==> config.mk <==
export PLATFORM = sky130hd
export DESIGN_NAME = gnss_sample_unpacker
export DESIGN_NICKNAME = d
export VERILOG_FILES = /design/src/rtl/gnss_fe_pkg.sv /design/src/rtl/sync_fifo.sv /design/src/rtl/gnss_sample_unpacker.sv
export SDC_FILE = /design/constraint.sdc
export NUM_CORES = 1
export LEC_CHECK = 0
export CORE_ASPECT_RATIO = 1.4
export CORE_MARGIN = 4
export CORE_UTILIZATION = 35
export CTS_CLUSTER_SIZE = 12
export DETAILED_ROUTE_END_ITERATION = 8
export GPL_ROUTABILITY_DRIVEN = 1
export SYNTH_ARGS = -nofsm -noshare
export SYNTH_HDL_FRONTEND = slang
export SYNTH_SLANG_ARGS = --single-unit
==> constraint.sdc <==
create_clock -name aclk -period 5.03 [get_ports aclk]
set_clock_uncertainty 0.05 [all_clocks]
set_input_delay 0.503 -clock aclk [delete_from_list [all_inputs] [get_ports aclk]]
set_output_delay 0.503 -clock aclk [all_outputs]
set_load 0.02 [all_outputs]
==> src/rtl/gnss_fe_pkg.sv <==
// Shared definitions for the GNSS front-end sample path: the 2-bit sample type,
// its encoding, and the legal packing factors for raw record bytes.
package gnss_fe_pkg;

  typedef logic [1:0] sample_t;

  localparam int BYTE_W   = 8;
  localparam int SAMPLE_W = 2;

  // Legal packing factors: samples carried per record byte
  localparam int SPB_RAW  = 1;  // one sample per byte, bits[1:0] only
  localparam int SPB_HALF = 2;  // two samples per byte, low nibble
  localparam int SPB_FULL = 4;  // four samples per byte

  // Sign/magnitude encoding shared with the carrier wipe-off path:
  // bit 1 is the sign, bit 0 selects the large magnitude.
  localparam sample_t SAMPLE_POS_1 = 2'b00;
  localparam sample_t SAMPLE_POS_3 = 2'b01;
  localparam sample_t SAMPLE_NEG_1 = 2'b10;
  localparam sample_t SAMPLE_NEG_3 = 2'b11;

  function automatic bit spb_is_legal(input int spb);
    return (spb == SPB_RAW) || (spb == SPB_HALF) || (spb == SPB_FULL);
  endfunction

  function automatic bit fifo_depth_is_legal(input int depth);
    return (depth >= 4) && ((depth & (depth - 1)) == 0);
  endfunction

endpackage

==> src/rtl/sync_fifo.sv <==
// Single-clock FIFO with a combinational head read, so the consumer can load the
// head word on the same edge that pops it. Depth must be a power of two.
module sync_fifo #(
  parameter int WIDTH = 8,
  parameter int DEPTH = 16
) (
  input  logic                     aclk,
  input  logic                     aresetn,
  input  logic                     push,
  input  logic [WIDTH-1:0]         wdata,
  input  logic                     pop,
  output logic [WIDTH-1:0]         rdata,
  output logic                     full,
  output logic                     empty,
  output logic [$clog2(DEPTH):0]   count
);

  localparam int AW = $clog2(DEPTH);
  localparam int CW = AW + 1;

  logic [WIDTH-1:0] mem_q [DEPTH];
  logic [AW-1:0]    wr_ptr_q, wr_ptr_d;
  logic [AW-1:0]    rd_ptr_q, rd_ptr_d;
  logic [CW-1:0]    count_q, count_d;
  logic             do_push, do_pop;

  assign full  = (count_q == CW'(DEPTH));
  assign empty = (count_q == '0);
  assign count = count_q;
  assign rdata = mem_q[rd_ptr_q];

  // Pointer and occupancy update; pointers wrap naturally at the power-of-two depth
  always_comb begin
    do_push  = push && !full;
    do_pop   = pop && !empty;
    wr_ptr_d = wr_ptr_q + AW'(do_push);
    rd_ptr_d = rd_ptr_q + AW'(do_pop);
    count_d  = count_q + CW'(do_push) - CW'(do_pop);
  end

  // Storage array, no reset so it maps onto RAM
  always_ff @(posedge aclk) begin
    if (do_push) begin
      mem_q[wr_ptr_q] <= wdata;
    end
  end

  // Control state
  always_ff @(posedge aclk or negedge aresetn) begin
    if (!aresetn) begin
      wr_ptr_q <= '0;
      rd_ptr_q <= '0;
      count_q  <= '0;
    end else begin
      wr_ptr_q <= wr_ptr_d;
      rd_ptr_q <= rd_ptr_d;
      count_q  <= count_d;
    end
  end

endmodule

==> src/rtl/gnss_sample_unpacker.sv <==
// Buffers raw front-end record bytes from an AXI-Stream slave, unpacks them into
// 2-bit samples (LSB pair first) and emits them at a programmable cadence.
module gnss_sample_unpacker
  import gnss_fe_pkg::*;
#(
  parameter int FIFO_DEPTH       = 16,
  parameter int SAMPLES_PER_BYTE = 4,
  parameter int RATE_DIV_W       = 8
) (
  input  logic                  aclk,
  input  logic                  aresetn,
  input  logic [7:0]            s_axis_tdata,
  input  logic                  s_axis_tvalid,
  output logic                  s_axis_tready,
  input  logic                  enable,
  input  logic [RATE_DIV_W-1:0] rate_div,
  input  logic                  clear_underrun,
  output sample_t               data_out,
  output logic                  data_out_valid,
  output logic                  underrun,
  output logic [31:0]           sample_count
);

  localparam int CW = $clog2(FIFO_DEPTH) + 1;
  localparam logic [2:0] SPB_CNT = 3'(SAMPLES_PER_BYTE);

  generate
    if (!spb_is_legal(SAMPLES_PER_BYTE)) begin : g_bad_spb
      $error("gnss_sample_unpacker: SAMPLES_PER_BYTE must be 1, 2 or 4");
    end
    if (!fifo_depth_is_legal(FIFO_DEPTH)) begin : g_bad_depth
      $error("gnss_sample_unpacker: FIFO_DEPTH must be a power of two >= 4");
    end
  endgenerate

  // Registered state
  logic                  tready_q, tready_d;
  logic                  run_q, run_d;
  logic [RATE_DIV_W-1:0] term_q, term_d;
  logic [RATE_DIV_W-1:0] pace_q, pace_d;
  logic [7:0]            hold_byte_q, hold_byte_d;
  logic [2:0]            hold_cnt_q, hold_cnt_d;
  sample_t               data_out_q, data_out_d;
  logic                  valid_q, valid_d;
  logic                  underrun_q, underrun_d;
  logic [31:0]           sample_count_q, sample_count_d;

  // FIFO interface
  logic                  fifo_push, fifo_pop;
  logic [7:0]            fifo_rdata;
  logic                  fifo_full, fifo_empty;
  logic [CW-1:0]         fifo_count;

  // Pacing/unpack decode
  logic                  counting, tick, emit, starve;
  logic [RATE_DIV_W-1:0] term_new;
  logic [2:0]            hold_cnt_after;

  sync_fifo #(
    .WIDTH (8),
    .DEPTH (FIFO_DEPTH)
  ) u_fifo (
    .aclk    (aclk),
    .aresetn (aresetn),
    .push    (fifo_push),
    .wdata   (s_axis_tdata),
    .pop     (fifo_pop),
    .rdata   (fifo_rdata),
    .full    (fifo_full),
    .empty   (fifo_empty),
    .count   (fifo_count)
  );

  // Sample-slot decode. Ticks need enable to have been high for one cycle already,
  // which gives the holding register a cycle to load after a prefill before the
  // first slot arrives.
  always_comb begin
    counting       = enable && run_q;
    tick           = counting && (pace_q == term_q);
    emit           = tick && (hold_cnt_q != '0);
    starve         = tick && (hold_cnt_q == '0);
    hold_cnt_after = hold_cnt_q - 3'(emit);
    fifo_push      = s_axis_tvalid && tready_q && !fifo_full;
    fifo_pop       = enable && !fifo_empty && (hold_cnt_after == '0);
    term_new       = (rate_div == '0) ? '0 : (rate_div - RATE_DIV_W'(1));
  end

  // Pace counter; a new divide ratio is only picked up at a wrap or while idle
  always_comb begin
    run_d  = enable;
    pace_d = pace_q;
    term_d = term_q;
    if (!counting || tick) begin
      pace_d = '0;
      term_d = term_new;
    end else begin
      pace_d = pace_q + RATE_DIV_W'(1);
    end
  end

  // Holding register: shift out one pair per emitted sample, refill on the same edge
  // the last pair leaves so back-to-back bytes have no bubble
  always_comb begin
    hold_byte_d = hold_byte_q;
    hold_cnt_d  = hold_cnt_q;
    if (emit) begin
      hold_byte_d = hold_byte_q >> 2;
      hold_cnt_d  = hold_cnt_after;
    end
    if (fifo_pop) begin
      hold_byte_d = fifo_rdata;
      hold_cnt_d  = SPB_CNT;
    end
  end

  // Registered outputs; tready looks ahead to the next FIFO occupancy so it never
  // admits a byte into a full FIFO
  always_comb begin
    data_out_d     = data_out_q;
    valid_d        = emit;
    sample_count_d = sample_count_q;
    if (emit) begin
      data_out_d     = hold_byte_q[1:0];
      sample_count_d = sample_count_q + 32'd1;
    end
    underrun_d = underrun_q;
    if (clear_underrun) begin
      underrun_d = 1'b0;
    end
    if (starve) begin
      underrun_d = 1'b1;
    end
    tready_d = (fifo_count + CW'(fifo_push) - CW'(fifo_pop)) != CW'(FIFO_DEPTH);
  end

  // All top-level state
  always_ff @(posedge aclk or negedge aresetn) begin
    if (!aresetn) begin
      tready_q       <= 1'b0;
      run_q          <= 1'b0;
      term_q         <= '0;
      pace_q         <= '0;
      hold_byte_q    <= '0;
      hold_cnt_q     <= '0;
      data_out_q     <= '0;
      valid_q        <= 1'b0;
      underrun_q     <= 1'b0;
      sample_count_q <= '0;
    end else begin
      tready_q       <= tready_d;
      run_q          <= run_d;
      term_q         <= term_d;
      pace_q         <= pace_d;
      hold_byte_q    <= hold_byte_d;
      hold_cnt_q     <= hold_cnt_d;
      data_out_q     <= data_out_d;
      valid_q        <= valid_d;
      underrun_q     <= underrun_d;
      sample_count_q <= sample_count_d;
    end
  end

  assign s_axis_tready  = tready_q;
  assign data_out       = data_out_q;
  assign data_out_valid = valid_q;
  assign underrun       = underrun_q;
  assign sample_count   = sample_count_q;

endmodule
==> flow_metrics.tcl <==
set metrics [dict create \
    antenna_found_initial 0 \
    start_util_pct 35.6 \
    crit_type "input pin to flip-flop" \
    synthCells 570 \
    yosys-top-cells-count "edfxtp_1, dfrtp_1, xnor2_1" \
    num_vias 4961 \
    status "finished clean" \
    postCtsSetupRepairBufs 0 \
    synth_cell_types 49 \
    n_antenna_cell 0 \
    yosys.area.top_type_share_pct 43.6 \
    ant_nets 0 \
    clkTransAtPathRegs_ns 0.06 \
    grt_pass1_wl_mm 28.5 \
    use_met3_pct 2.15 \
    syn_area_mm2 0.00881 \
    core-area_mm2 0.0248 \
    busiest_layer "met2" \
    clk_latency_ns 0.50 \
    power.internal_mw 3.43 \
    rsz0062_at_grt "no" \
    synth-main-ff-cell "edfxtp_1" \
    cpPeakStageDelay_ns 0.51 \
    grt-ovfl-total 0 \
    cts_tree "done" \
    combPwrFrac_pct 22.9 \
    synthMuxAreaShare_pct 9.36 \
    path_common_cell "ha_1" \
    grt_max_degree 79 \
    hp-class "input pin to asynchronous set/reset pin" \
    ys_warn_count 0 \
    clkPwrFrac_pct 31.1 \
    crit_arrival_ns 4.11 \
    htreeDepth 1 \
    final.setup.worst_slack_ns 1.24 \
    cts_buffers 22 \
    clock_sinks 206 \
    power.share.sequential_pct 46.0 \
    netSwitchingPower_mw 1.35 \
    clk_path_buf_depth 3 \
    pin_count 58 \
    rows 68 \
    crit_path_start "enable" \
    regToRegSetupSlack_ns 1.26 \
    netlist_top_cells_area "edfxtp_1, dfrtp_1, mux4_2" \
    hold_violations 0 \
    synth.most_common_cell "edfxtp_1" \
    cts-root-buf "clkbuf_16" \
    drt_first_pass_iters 5 \
    chipWidth_um 142 \
    grt_use_met1_pct 16.5 \
    avgSynthCellArea_um2 15.5 \
    wl_per_cell_um 18.5 \
    fmax_mhz 264 \
    cp.required_ns 5.35 \
    cp_max_fo 3 \
    gr-usage-met2_pct 22.5 \
    dpl_worst_slack_ns 0.744 \
    crit_chain "clkdlybuf4s50_1 -> and2_1 -> or3b_4 -> nor4_4 -> ha_1 -> ha_1 -> xor2_1 -> nor3_2 -> ha_1 -> inv_1 -> ha_1 -> inv_1 -> fa_1 -> inv_1 -> a21oi_1 -> o21bai_1 -> xnor2_1 -> or3_1" \
    startpoint_type "input pin" \
    grt_usage_pct 12.8 \
    wl_mm 17.8 \
    yosysTopAreaCell "edfxtp_1" \
    nNetsFinal 672 \
    powerDensity_mw_per_mm2 461 \
    portBuffers 57 \
    worstSetupEndpointType "flip-flop" \
    hpwl_mm 12.0 \
    viasPerCell 5.15 \
    synth-simple-area-share_pct 9.32 \
    drive_above_1_share_pct 12.7 \
    path_delay_family "adder cells" \
    path_buf_inv 4 \
    synth_compound_area_share_pct 4.74 \
    ctsHoldBuffers 0 \
    swShare_pct 28.3 \
    area_growth_pct 17.7 \
    die_h_um 196 \
    period_share_pct 75.3 \
    cp_slowest_cell "clkdlybuf4s50_1" \
    ir_worst_vdd_mv 0.239 \
    yosys.area_share.adder_pct 2.73 \
    regToRegStartpoint "hold_cnt_q[1]" \
    p_leak_nw 3.75 \
    die_area_mm2 0.0278 \
    drc_errors 0 \
    finalSetupViolCount 0 \
    worstMarginPinSlew_ns 0.991 \
    drt-initial-drc-count 331 \
    synth-seq-cells 206 \
    synth_top_family_by_area "multiplexers" \
    async_reset_ff_share_pct 37.9 \
    syn_nets 609 \
    report.final.slew_viol_count 0 \
    gp_congestion 0.794 \
    synth_edf_count 128 \
    post-route-min-period_ns 3.79 \
    relSlewSlack_pct 34.0 \
    cts-resized-gates 0 \
    yosys.area_share.xor_xnor_pct 6.07 \
    holdWs_ns 0.108 \
    fin_setup_tns_ns 0 \
    grt_pass1_vias 5193 \
    ys_seq_area_share_pct 65.8 \
    cap_violations 0 \
]
==> flip-flops by register name, summed over array words and instances (netlist names), 3 cells and up <==
| register | count |
|---|---|
| hold_byte_q | 8 |
| u_fifo.rd_ptr_q | 4 |
| term_q | 8 |
| pace_q | 8 |
| hold_cnt_q | 3 |
| sample_count | 32 |
| u_fifo.wr_ptr_q | 4 |
| u_fifo.mem_q | 128 |
| u_fifo.count | 5 |
==> stage by stage <==
step	total power, mW	area (um^2)	utilization (%)	instances
after floorplan	3.01	8810	-	570
after global placement	3.30	9700	39.2	924
after detailed placement	3.36	9700	39.2	924
after CTS	4.86	10400	41.9	963
after global routing	5.04	10400	41.9	963
final	4.78	10400	41.9	963
==> routing by layer <==
layer  up-vias  part of all wire (%)  routed length, um
li1       2296                     -                  -
met5         -                     0                  0
met1      2542                    42               7520
met4         0                   1.6                293
met2       102                    52               9280
met3        21                   4.0                714
==> cell usage in the layout, fill, tap and decap left out, types with 3 or more instances in the layout <==
master	n
clkbuf_1	9
and4_1	6
xnor2_1	45
xor2_1	16
ha_1	16
mux2_2	3
nand3b_1	3
dfrtp_1	76
a21o_1	3
and3_1	16
o21ai_1	5
o21ai_0	11
nor2_1	31
clkinv_2	4
clkdlybuf4s50_1	56
mux2i_1	7
inv_1	15
nand2_1	13
buf_4	7
o31ai_1	8
clkbuf_16	24
mux4_2	32
and2_1	6
nor3_1	9
nand4_1	14
a22o_1	16
edfxtp_1	128
a21oi_1	8
nand3_1	28
==> worst register-to-register path: cells and delay by family (launching register included) <==
kind / cells / cell delay (ns)
AO/OA/AOI/OAI: 2 / 0.22
XOR/XNOR: 1 / 0.07
adder cells (fa/ha/maj): 5 / 1.32
buffers and inverters: 3 / 0.17
flip-flops: 1 / 0.39
AND/OR/NAND/NOR: 5 / 1.42
==> power by group through the flow <==
| stage | Sequential (mW) | Clock [mW] | Combinational, mW |
|---|---|---|---|
| after floorplan | 2.13 | 0 | 0.875 |
| after global placement | 2.22 | 0 | 1.08 |
| after detailed placement | 2.24 | 0 | 1.12 |
| after CTS | 2.20 | 1.53 | 1.13 |
| after global routing | 2.22 | 1.60 | 1.21 |
| final | 2.20 | 1.49 | 1.10 |
==> final cells by class <==
type	count	area, um^2
Clock buffer	33	634
Clock inverter	6	27.5
Fill cell	2243	14400
Inverter	15	56.3
Multi-Input combinational cell	325	2850
Sequential cell	206	5800
Tap cell	315	394
Timing Repair Buffer	63	613
==> worst paths after layout <==
check	endpoint	cells past startpoint
worst max-delay path	s_axis_tready	18
max in group asynchronous	u_fifo.rd_ptr_q[0]	1
worst max register to register	s_axis_tready	16
worst min-delay path	term_q[2]	1
worst min register to register	sample_count[31]	1
min in group aclk	sample_count[31]	1
==> cells by family after synthesis <==
group | count (synthesis)
compound gates | 59
xor+xnor | 61
fa+ha+maj | 18
buf+inv | 39
flops | 206
mux | 42
simple gates | 145
No activity file was read; power rests on OpenSTA's default activity.
